$ cat src/rtl/gtp_nin_sched.sv
// gtp_nin_sched: GTP transmit scheduler; round-robin over 3 XBI VC buffers with per-VC credits and a CRC16 trailer word.
// Build option GTP_NIN_SCHED_PRIO_EN: VC2 gets strict priority, VC0/VC1 share a round-robin.
module gtp_nin_sched #(
    parameter int CREDITS = 2,
    parameter int CNT_W   = 2
) (
    input  logic        clk_gtp,
    input  logic        rst_gtp_n,
    input  logic [2:0]  i_xbi_nin_ready,
    input  logic [17:0] i_xbi_nin_len,
    output logic [2:0]  o_xbi_nin_deq,
    output logic [5:0]  o_xbi_nin_offset,
    output logic        o_xbi_nin_eop,
    input  logic [15:0] i_xbi_nin_data,
    input  logic        i_gtp_out_hold,
    output logic        o_gtp_out_valid,
    output logic        o_gtp_out_sop,
    output logic        o_gtp_out_eop,
    output logic [15:0] o_gtp_out_data,
    input  logic [2:0]  i_gtp_out_credit,
    output logic        o_error_credit,
    output logic        o_error_len
);

    // state | meaning
    // IDLE  | waiting for an eligible VC; grant taken here (also the CRC output cycle)
    // RD    | one XBI read strobe per cycle, offset 0..len-1
    // W1    | last read data returning from XBI
    // W2    | last payload word registered to output, CRC word queued
    typedef enum logic [1:0] {IDLE, RD, W1, W2} state_t;

    state_t           state_q, state_d;
    logic [2:0]       grant_q, grant_d;
    logic [5:0]       len_q, len_d;
    logic [5:0]       off_q, off_d;
    logic [1:0]       ptr_q, ptr_d;
    logic [CNT_W-1:0] cred_q [3];
    logic [CNT_W-1:0] cred_d [3];
    logic             err_cred_d;

    logic [2:0]       elig;
    logic [2:0]       pick;
    logic [5:0]       req_len;
    logic             grant_en;
    logic             last_rd;

    logic             rd_vld_q, rd_sop_q, rd_last_q;
    logic             crc_pend_q;
    logic [15:0]      crc_q, crc_upd;
    logic             out_vld_q, out_sop_q, out_eop_q;
    logic [15:0]      out_data_q;
    logic             err_cred_q, err_len_q;

    // CRC-16 poly 0x1021, MSB first, no reflection, no final xor; seed 0 per packet
    function automatic logic [15:0] crc16_word(input logic [15:0] crc_in, input logic [15:0] din);
        logic [15:0] c;
        c = crc_in;
        for (int b = 15; b >= 0; b--) begin
            if (c[15] ^ din[b]) c = {c[14:0], 1'b0} ^ 16'h1021;
            else                c = {c[14:0], 1'b0};
        end
        return c;
    endfunction

    always_comb begin
        for (int v = 0; v < 3; v++) elig[v] = i_xbi_nin_ready[v] && (cred_q[v] != '0);
    end

    always_comb begin
        pick = 3'b000;
`ifdef GTP_NIN_SCHED_PRIO_EN
        if (elig[2])             pick = 3'b100;
        else if (ptr_q == 2'd0)  pick = elig[1] ? 3'b010 : (elig[0] ? 3'b001 : 3'b000);
        else                     pick = elig[0] ? 3'b001 : (elig[1] ? 3'b010 : 3'b000);
`else
        case (ptr_q)
            2'd0:    pick = elig[1] ? 3'b010 : (elig[2] ? 3'b100 : (elig[0] ? 3'b001 : 3'b000));
            2'd1:    pick = elig[2] ? 3'b100 : (elig[0] ? 3'b001 : (elig[1] ? 3'b010 : 3'b000));
            default: pick = elig[0] ? 3'b001 : (elig[1] ? 3'b010 : (elig[2] ? 3'b100 : 3'b000));
        endcase
`endif
    end

    always_comb begin
        req_len = '0;
        case (pick)
            3'b001:  req_len = i_xbi_nin_len[5:0];
            3'b010:  req_len = i_xbi_nin_len[11:6];
            3'b100:  req_len = i_xbi_nin_len[17:12];
            default: req_len = '0;
        endcase
    end

    always_comb begin
        state_d  = state_q;
        grant_d  = grant_q;
        len_d    = len_q;
        off_d    = off_q;
        ptr_d    = ptr_q;
        grant_en = 1'b0;
        last_rd  = 1'b0;
        case (state_q)
            IDLE: begin
                if (!i_gtp_out_hold && (pick != 3'b000)) begin
                    grant_en = 1'b1;
                    grant_d  = pick;
                    len_d    = (req_len == '0) ? 6'd1 : req_len;
                    off_d    = '0;
                    state_d  = RD;
`ifdef GTP_NIN_SCHED_PRIO_EN
                    if (!pick[2]) ptr_d = pick[1] ? 2'd1 : 2'd0;
`else
                    ptr_d = pick[2] ? 2'd2 : (pick[1] ? 2'd1 : 2'd0);
`endif
                end
            end
            RD: begin
                last_rd = (off_q == len_q - 6'd1);
                if (last_rd) state_d = W1;
                else         off_d   = off_q + 6'd1;
            end
            W1:      state_d = W2;
            W2:      state_d = IDLE;
            default: state_d = IDLE;
        endcase
    end

    // a grant and a returned credit on the same VC cancel out
    always_comb begin
        err_cred_d = 1'b0;
        for (int v = 0; v < 3; v++) begin
            cred_d[v] = cred_q[v];
            if (grant_en && pick[v] && !i_gtp_out_credit[v]) begin
                cred_d[v] = cred_q[v] - CNT_W'(1);
            end else if (i_gtp_out_credit[v] && !(grant_en && pick[v])) begin
                if (cred_q[v] == CNT_W'(CREDITS)) err_cred_d = 1'b1;
                else                              cred_d[v] = cred_q[v] + CNT_W'(1);
            end
        end
    end

    assign crc_upd = crc16_word(rd_sop_q ? 16'h0000 : crc_q, i_xbi_nin_data);

    always_ff @(posedge clk_gtp or negedge rst_gtp_n) begin
        if (!rst_gtp_n) begin
            state_q    <= IDLE;
            grant_q    <= '0;
            len_q      <= '0;
            off_q      <= '0;
            ptr_q      <= 2'd2;
            for (int v = 0; v < 3; v++) cred_q[v] <= CNT_W'(CREDITS);
            rd_vld_q   <= 1'b0;
            rd_sop_q   <= 1'b0;
            rd_last_q  <= 1'b0;
            crc_pend_q <= 1'b0;
            crc_q      <= '0;
            out_vld_q  <= 1'b0;
            out_sop_q  <= 1'b0;
            out_eop_q  <= 1'b0;
            out_data_q <= '0;
            err_cred_q <= 1'b0;
            err_len_q  <= 1'b0;
        end else begin
            state_q    <= state_d;
            grant_q    <= grant_d;
            len_q      <= len_d;
            off_q      <= off_d;
            ptr_q      <= ptr_d;
            for (int v = 0; v < 3; v++) cred_q[v] <= cred_d[v];
            rd_vld_q   <= (state_q == RD);
            rd_sop_q   <= (state_q == RD) && (off_q == '0);
            rd_last_q  <= last_rd;
            crc_pend_q <= rd_vld_q && rd_last_q;
            if (rd_vld_q) crc_q <= crc_upd;
            out_vld_q  <= rd_vld_q || crc_pend_q;
            out_sop_q  <= rd_vld_q && rd_sop_q;
            out_eop_q  <= crc_pend_q;
            out_data_q <= rd_vld_q ? i_xbi_nin_data : (crc_pend_q ? crc_q : 16'h0000);
            err_cred_q <= err_cred_d;
            err_len_q  <= grant_en && (req_len == '0);
        end
    end

    assign o_xbi_nin_deq    = (state_q == RD) ? grant_q : 3'b000;
    assign o_xbi_nin_offset = (state_q == RD) ? off_q : 6'd0;
    assign o_xbi_nin_eop    = last_rd;
    assign o_gtp_out_valid  = out_vld_q;
    assign o_gtp_out_sop    = out_sop_q;
    assign o_gtp_out_eop    = out_eop_q;
    assign o_gtp_out_data   = out_data_q;
    assign o_error_credit   = err_cred_q;
    assign o_error_len      = err_len_q;

endmodule

$ cat config.mk
export PLATFORM = sky130hd
export DESIGN_NAME = gtp_nin_sched
export DESIGN_NICKNAME = d
export VERILOG_FILES = /design/src/rtl/gtp_nin_sched.sv
export SDC_FILE = /design/constraint.sdc
export NUM_CORES = 1
export LEC_CHECK = 0
export CORE_AREA = 2 2 80 120
export DETAILED_ROUTE_END_ITERATION = 7
export DIE_AREA = 0 0 82 122
export MAX_ROUTING_LAYER = met4
export PLACE_DENSITY_LB_ADDON = 0.25
export SYNTH_ARGS = -nofsm -noshare
export SYNTH_HDL_FRONTEND = slang
export SYNTH_SLANG_ARGS = --single-unit
$ cat constraint.sdc
create_clock -name clk_gtp -period 6 [get_ports clk_gtp]
set_input_delay 1.2 -clock clk_gtp [delete_from_list [all_inputs] [get_ports clk_gtp]]
set_output_delay 1.2 -clock clk_gtp [all_outputs]
set_load 0.005 [all_outputs]
---- Word level (Yosys, flattened, before mapping) ----
Index checks and enable logic that the tools add are counted.
operators by class
  add/subtract/negate cells ............... 8
  multipliers ............................. 0
  divide/modulo/power cells ............... 0
  order comparisons ....................... 0
  equal/unequal tests ..................... 17
  shift operators ......................... 0
  muxes and demuxes ....................... 62
  bitwise logic cells ..................... 32
  reductions and logical operators ........ 43
operators by type and width
  kind                 number
  $mux 13              16
  $mux 16              3
  $not 3->3            16
  $mux 2               14
  $mux 6               4
  $mux 3               7
  $pmux 6 s3           1
  $logic_and 1x1->1    17
  $xor 1x1->1          16
  $mux 1               14
  $reduce_bool 2->1    7
  $logic_not 6->1      2
  $ne 2x2->1 const B   6
  $pmux 6 s2           1
  $eq 2x2->1 const B   5
  $reduce_and 2->1     5
  $pmux 2 s4           1
  $logic_not 1->1      7
  $add 2x1->2 const B  3
  $add 6x1->6 const B  1
  $eq 6x6->1           1
  $pmux 3 s2           1
  $sub 2x1->2 const B  3
  $sub 6x1->6 const B  1
  8 further kinds      10
word-level totals
  bits in registers ....................... 66
  bits in latches ......................... 0
  memory bits (writable) .................. 0
  bits in read-only memories .............. 0
  input port bits ......................... 43
  output and inout bits ................... 31
  logic and storage cells ................. 181
  memories kept ........................... 0

---- Logic depth before layout (Yosys ltp) ----
Gate-level depths: netlist (run 1).
  depth in word-level cells ............... 33
  depth in mapped cells ................... 9
  mapped depth without buffers ............ 9

---- Least setup slack after synthesis (run 1) ----
OpenSTA, ideal clock, no wires.
  path kind ............................... input -> register
  from .................................... input i_xbi_nin_ready[1]
  to ...................................... register err_cred_q (netlist: o_error_credit)
  data arrival time ....................... 2936 ps
  data required time ...................... 5874 ps
  path slack .............................. 2938 ps
  cell stages on the path ................. 9
  path buffers ............................ 0
  cell sequence ........................... o21ai_0 -> and3_1 -> nor3b_1 -> nand2_1 -> inv_1 -> ha_1 -> nor2b_1 -> and3b_1 -> a311o_1
between the ends
  cells in the longest elaborated chain, start to end .. 20
  elaborated cells between the ends (all ways) .. 32
ends and longest elaborated chain
  item                   RTL line  source
  from (decl)            9         input logic [2:0] i_xbi_nin_ready,
  $logic_and 1x1->1 (*)  66        for (int v = 0; v < 3; v++) elig[v] = i_xbi_nin_ready[v] && (cred_q[v] != '0);
  $mux 2 (2 in series)   78        2'd1: pick = elig[2] ? 3'b100 : (elig[0] ? 3'b001 : (elig[1] ? 3'b010 : 3'b000));
  $mux 3                 78
  $pmux 3 s2 (*)         76        case (ptr_q)
  $reduce_bool 3->1      104       if (!i_gtp_out_hold && (pick != 3'b000)) begin
  $logic_and 1x1->1      104
  $mux 1                 104
  $mux 1                 102       case (state_q)
  (+4 left out)          -
  $mux 1                 133       if (grant_en && pick[v] && !i_gtp_out_credit[v]) begin
  $mux 1                 136       if (cred_q[v] == CNT_W'(CREDITS)) err_cred_d = 1'b1;
  $mux 1                 135       end else if (i_gtp_out_credit[v] && !(grant_en && pick[v])) begin
  $mux 1                 133
  $mux 1                 136
  $mux 1                 135
  $mux 1 (*)             133
  named net err_cred_d   39        logic err_cred_d;
  to (signal assigned)   179       err_cred_q <= err_cred_d;
  to (decl)              52        logic err_cred_q, err_len_q;
The timed path passes the listed nets; every way through them passes the cells marked *.
A chain may end at the register's enable or synchronous reset.

---- Worst setup path after layout (run 1) ----
  from .................................... register len_q[0]
  to ...................................... output o_xbi_nin_eop
between the ends
  cells in the longest elaborated chain, start to end .. 3
ends and longest elaborated chain
  item                    RTL line  source
  from (decl)             34        logic [5:0] len_q, len_d;
  from (signal assigned)  166       len_q <= len_d;
  $sub 6x1->6             118       last_rd = (off_q == len_q - 6'd1);
  $eq 6x6->1              118
  $mux 1                  102
  to (decl)               13        output logic o_xbi_nin_eop,
Every way passes these cells.

==> impl_metrics.csv, run 1 <==
group,metric,value,unit
critical_path,path_max_fanout,3,
route,ant_nets,0,
synth,ys_types,51,
grt,gr-usage-all-layers,19.3,%
die,die_w,82,um
finish,syn2layout_area_growth,27.8,%
finish,drive_above_1_share,9.45,%
placed_design,portBuffers,73,
pwr,p_total,2.86,mW
synth,synth-edff-count,0,
finish,fin_nets,528,
die,start_util,43.7,%
die,pin_count,74,
clock_tree,cts_setup_buffers,0,
timing,rsz0062_at_grt,"no",
flow_run,cap_viol_max_count,0,
route,vias,3068,
worst_hold_path,hold_path.class,"flop to flop",
clock_tree,clock_latency,330,ps
clock_tree,cts_tree,"done",
route,via_per_inst,5.22,
synth,synth_fp_nets,460,
clock_tree,cts_hold_buf,0,
placed_design,gp_congestion,0.829,
grt,grt_overflow,0,
pwr,p_per_area,567,nW/um^2
die,core-area,9040,um^2
timing,tns,0,ps
pwr,p_leak,2.25,nW
finish,fin_cells,588,
clock_tree,cts_buffer_depth,2,
synth,syn_area_per_cell,9.78,um^2
timing,fin_skew,3.41,ps
timing,min_period,3910,ps
timing,worst_hold_slack,457,ps
route,post_drt_wl_per_cell,14.8,um
route,firstDrtPassIters,4,
synth,synth_cells,404,
timing,drv_slew,0,
pwr,vdd_ir_drop_max,345,uV
critical_path,critical_path_class,"flop to output pin",
clock_tree,htreeDepth,3,
synth,ys_async_sr_fraction,100,%
timing,setup_viol,0,
critical_path,start_kind,"flop",
die,rows,43,
grt,grt_antenna_before_repair,0,
timing,fmax,256,MHz
placed_design,placedCellCount,573,
critical_path,crit_arrival,2710,ps
placed_design,placed_area,4760,um^2
die,fp.dieArea,10000,um^2
route,wl,8.72,mm
placed_design,dpl.hpwl,6.28,mm
grt,first_global_vias,3096,
finish,final_area,5050,um^2
timing,hold_viol,0,
synth,yosys_warnings,0,
finish,final_common_cell,"clkdlybuf4s50_1",
outcome,status,"completed",
synth,ys.flop_type,"dfrtp_1",
synth,yosys_register_bits,66,
timing,worstMarginPinSlew,949,ps
grt,grt_start_max_net_pins,67,
clock_tree,cts.sinks,66,
grt,grt_pass1_wl,14.2,mm
finish,layout.cells.most_common_list,"clkdlybuf4s50_1, dfrtp_1, nand2_1",
timing,fin_crit_sh,65.1,%
synth,netlist_area,3950,um^2
critical_path,endpoint_kind,"output pin",
clock_tree,cts_root_buf,"clkbuf_16",
route,drt-initial-drc-count,136,
clock_tree,clk_pin_slew_worst_paths,50,ps
timing,slew-limit-headroom,36.7,%
clock_tree,cts_buffers,9,
route,post-route-drc-count,0,
finish,antenna_cells,0,
synth,synth_seq_area_share,41.9,%
critical_path,crit_required,4800,ps
clock_tree,cts_resized,0,
die,die_h,122,um
## synthesized netlist by cell type (all sizes together), types with 9 or more instances
cell	instances	area (um^2)
dfrtp	62	1550
nand2	54	203
xnor2	42	398
o21ai	34	170
nor2	22	90.1
a21oi	21	105
inv	20	75.1
xor2	19	181
clkbuf	15	56.3
ha	13	163
nor2b	11	68.8
mux2	10	116
and2	9	56.3
## state kept, by name (all words and copies together), names as in the netlist, 2 cells and up
register	count
crc_q	16
cred_q	6
state_q	2
off_q	6
grant_q	3
len_q	6
ptr_q	2
o_gtp_out_data	16
## stage by stage
stage,utilization [%],worst slack [ps]
6_report,55.9,2090
5_1_grt,55.9,1940
4_1_cts,55.9,2060
3_5_place_dp,52.7,2090
3_3_place_gp,52.7,2150
2_1_floorplan,-,2940
## critical path, cell delays in order, from the launching register on
cell	delay (ps)
dfrtp_1	400
or3_1	440
or4_1	480
a32o_1	250
nor3_1	230
clkdlybuf4s50_1	580
## routing by layer
| layer | part of all wire (%) | up-vias | GRT usage (%) |
|---|---|---|---|
| met5 | 0 | - | - |
| met3 | 4.9 | 20 | 3.93 |
| met2 | 54 | 92 | 34.7 |
| li1 | - | 1488 | - |
| met4 | 3.3 | 0 | 8.75 |
| met1 | 38 | 1468 | 19.6 |
## kinds of logic (layout without fill, tap and decap cells)
kind of cell	Yosys count	count (layout)	share of synthesized area (%)
simple gates	132	132	16.6
compound gates	75	75	11.4
xor+xnor	68	68	18.7
flops	66	66	41.9
buf+inv	37	109	3.55
fa+ha+maj	13	13	4.12
mux	13	13	3.70
## cell type report
| cell class | instances | area (um^2) |
|---|---|---|
| clock buffer | 13 | 280 |
| clock inverter | 2 | 10.0 |
| fill | 833 | 3990 |
| inverter | 20 | 75.1 |
| multi-input combinational | 301 | 2150 |
| sequential | 66 | 1660 |
| tap | 112 | 140 |
| timing repair buffer | 74 | 733 |
## final timing paths
check | start | end | slack, ps | cells after the start
hold reg to reg | rd_last_q | crc_pend_q | 460 | 1
hold / removal | rd_last_q | crc_pend_q | 460 | 1
min in group asynchronous | rst_gtp_n | o_gtp_out_data[15] | 1070 | 2
max in group asynchronous | rst_gtp_n | rd_vld_q | 4330 | 2
setup reg to reg | rd_sop_q | crc_q[12] | 3110 | 6
setup / recovery | len_q[0] | o_xbi_nin_eop | 2090 | 5
## power by group
part           total (mW)  switching [mW]  internal, mW  leakage (nW)
logic                1.68           0.741         0.942          1.31
clock network       0.507           0.186         0.321         0.147
registers           0.672          0.0977         0.574         0.789
(Power assumes the default switching activity.)
==> run 2, diff against run 1 <==
==> constraint.sdc (replaced) <==
create_clock -name clk_gtp -period 3.8 [get_ports clk_gtp]
set_input_delay 0.76 -clock clk_gtp [delete_from_list [all_inputs] [get_ports clk_gtp]]
set_output_delay 0.76 -clock clk_gtp [all_outputs]
set_load 0.005 [all_outputs]
==> run 2 against run 1 <==
Combinational power rose by 60%. Worst setup slack lost 1800 ps. First-iteration DRC count increased by 6.6%. Clock power grew 86%. Register-to-register slack lost 1900 ps. Count of clock-buffer cells in the layout down 2. Critical path depth is the same. Sequential power grew 58%. Wire length is 1.2% lower. Non-clock buffer count increased by 8. Clock skew grew 3.0 ps.
==> impl_metrics.csv, run 2 (synthesized netlist as in run 1, its figures left out) <==
group,metric,value,unit
finish,fin_cells,597,
route,wl,8.62,mm
route,post-route-drc-count,0,
die,start_util,43.7,%
pwr,p_leak,2.30,nW
clock_tree,clock_latency,330,ps
die,die_h,122,um
placed_design,portBuffers,73,
finish,final_area,5160,um^2
grt,grt_pass1_wl,14.4,mm
grt,grt_antenna_before_repair,0,
clock_tree,cts_root_buf,"clkbuf_16",
finish,antenna_cells,0,
critical_path,crit_arrival,2720,ps
die,rows,43,
timing,hold_viol,0,
grt,gr-usage-all-layers,19.5,%
clock_tree,clk_pin_slew_worst_paths,60,ps
die,core-area,9040,um^2
clock_tree,cts.sinks,66,
critical_path,critical_path_class,"flop to output pin",
finish,syn2layout_area_growth,30.5,%
clock_tree,cts_buffers,9,
timing,worstMarginPinSlew,978,ps
timing,slew-limit-headroom,34.8,%
route,ant_nets,0,
placed_design,gp_congestion,0.880,
timing,fmax,287,MHz
timing,drv_slew,0,
clock_tree,cts_resized,0,
grt,grt_start_max_net_pins,63,
placed_design,place_ws,542,ps
finish,final_common_cell,"clkdlybuf4s50_1",
placed_design,dpl.hpwl,6.27,mm
finish,drive_above_1_share,10.7,%
route,vias,3038,
timing,setup_viol,0,
clock_tree,cts_buffer_depth,2,
clock_tree,cts_hold_buf,0,
pwr,p_total,4.69,mW
clock_tree,cts_setup_buffers,0,
critical_path,start_kind,"flop",
route,firstDrtPassIters,4,
route,via_per_inst,5.09,
die,die_w,82,um
route,drt-initial-drc-count,145,
critical_path,endpoint_kind,"output pin",
finish,layout.cells.most_common_list,"clkdlybuf4s50_1, dfrtp_1, nand2_1",
route,post_drt_wl_per_cell,14.4,um
timing,setup_slack,319,ps
flow_run,cap_viol_max_count,0,
timing,rsz0062_at_grt,"no",
clock_tree,cts_tree,"done",
die,fp.dieArea,10000,um^2
pwr,vdd_ir_drop_max,634,uV
finish,fin_nets,536,
timing,tns,0,ps
placed_design,placed_area,4820,um^2
placed_design,placedCellCount,581,
timing,fin_crit_sh,91.6,%
die,pin_count,74,
grt,grt_overflow,0,
critical_path,path_max_fanout,3,
outcome,status,"completed",
clock_tree,htreeDepth,3,
timing,fin_skew,6.45,ps
pwr,p_per_area,909,nW/um^2
timing,min_period,3480,ps
worst_hold_path,hold_path.class,"flop to flop",
critical_path,crit_required,3040,ps
grt,first_global_vias,3116,
[run 2: cell types whose count changed in the layout (fill, tap and decap cells not counted)]
cell        change
clkinv_2        -1
bufinv_16       +3
clkinvlp_4      +1
buf_4           +8
clkbuf_1        +2
clkbuf_8        -4
[run 2: per-layer routing]
layer	GRT usage, %	vias up	part of all wire, %	wire length, um
met5	-	-	0	0
met4	8.33	0	2.2	188
met3	3.63	16	4.2	360
met2	34.6	69	55	4700
met1	20.6	1444	39	3370
li1	-	1509	-	-
[run 2: layout make-up]
cell class / instances / area [um^2]
clock inverters: 5 / 103
multi-input cells: 301 / 2150
fillers: 804 / 3880
repair buffers: 82 / 793
clock buffers: 11 / 233
well taps: 112 / 140
inverters: 20 / 75.1
flip-flops and latches: 66 / 1660
[run 2: per-stage QoR]
| step | utilization (%) | hold slack, ps |
|---|---|---|
| 6_report | 57.0 | 454 |
| 3_5_place_dp | 53.3 | 445 |
| 5_1_grt | 57.0 | 497 |
| 3_3_place_gp | 53.3 | 443 |
| 2_1_floorplan | - | 352 |
| 4_1_cts | 57.0 | 453 |
[run 2: worst paths after layout]
kind	cells after the start	slack (ps)	to	from
worst max register to register	9	1180	o_error_credit	cred_q[2]
worst min-delay path	1	450	crc_pend_q	rd_last_q
worst min register to register	1	450	crc_pend_q	rd_last_q
min in group asynchronous	1	500	o_gtp_out_data[11]	rst_gtp_n
max in group asynchronous	2	2390	cred_q[3]	rst_gtp_n
worst max-delay path	5	320	o_xbi_nin_eop	len_q[0]
[run 2: power by group]
group	internal (mW)	switching [mW]	total [mW]
logic	1.54	1.14	2.68
registers	0.907	0.156	1.06
clock network	0.640	0.306	0.945
total	3.08	1.60	4.69
[run 2: worst max-delay path, cell delays in order (launching register included)]
cell and delay (ps):
dfrtp_1 390, or3_1 430, or4_1 480, a32o_1 260
nor3_1 240, clkdlybuf4s50_1 580
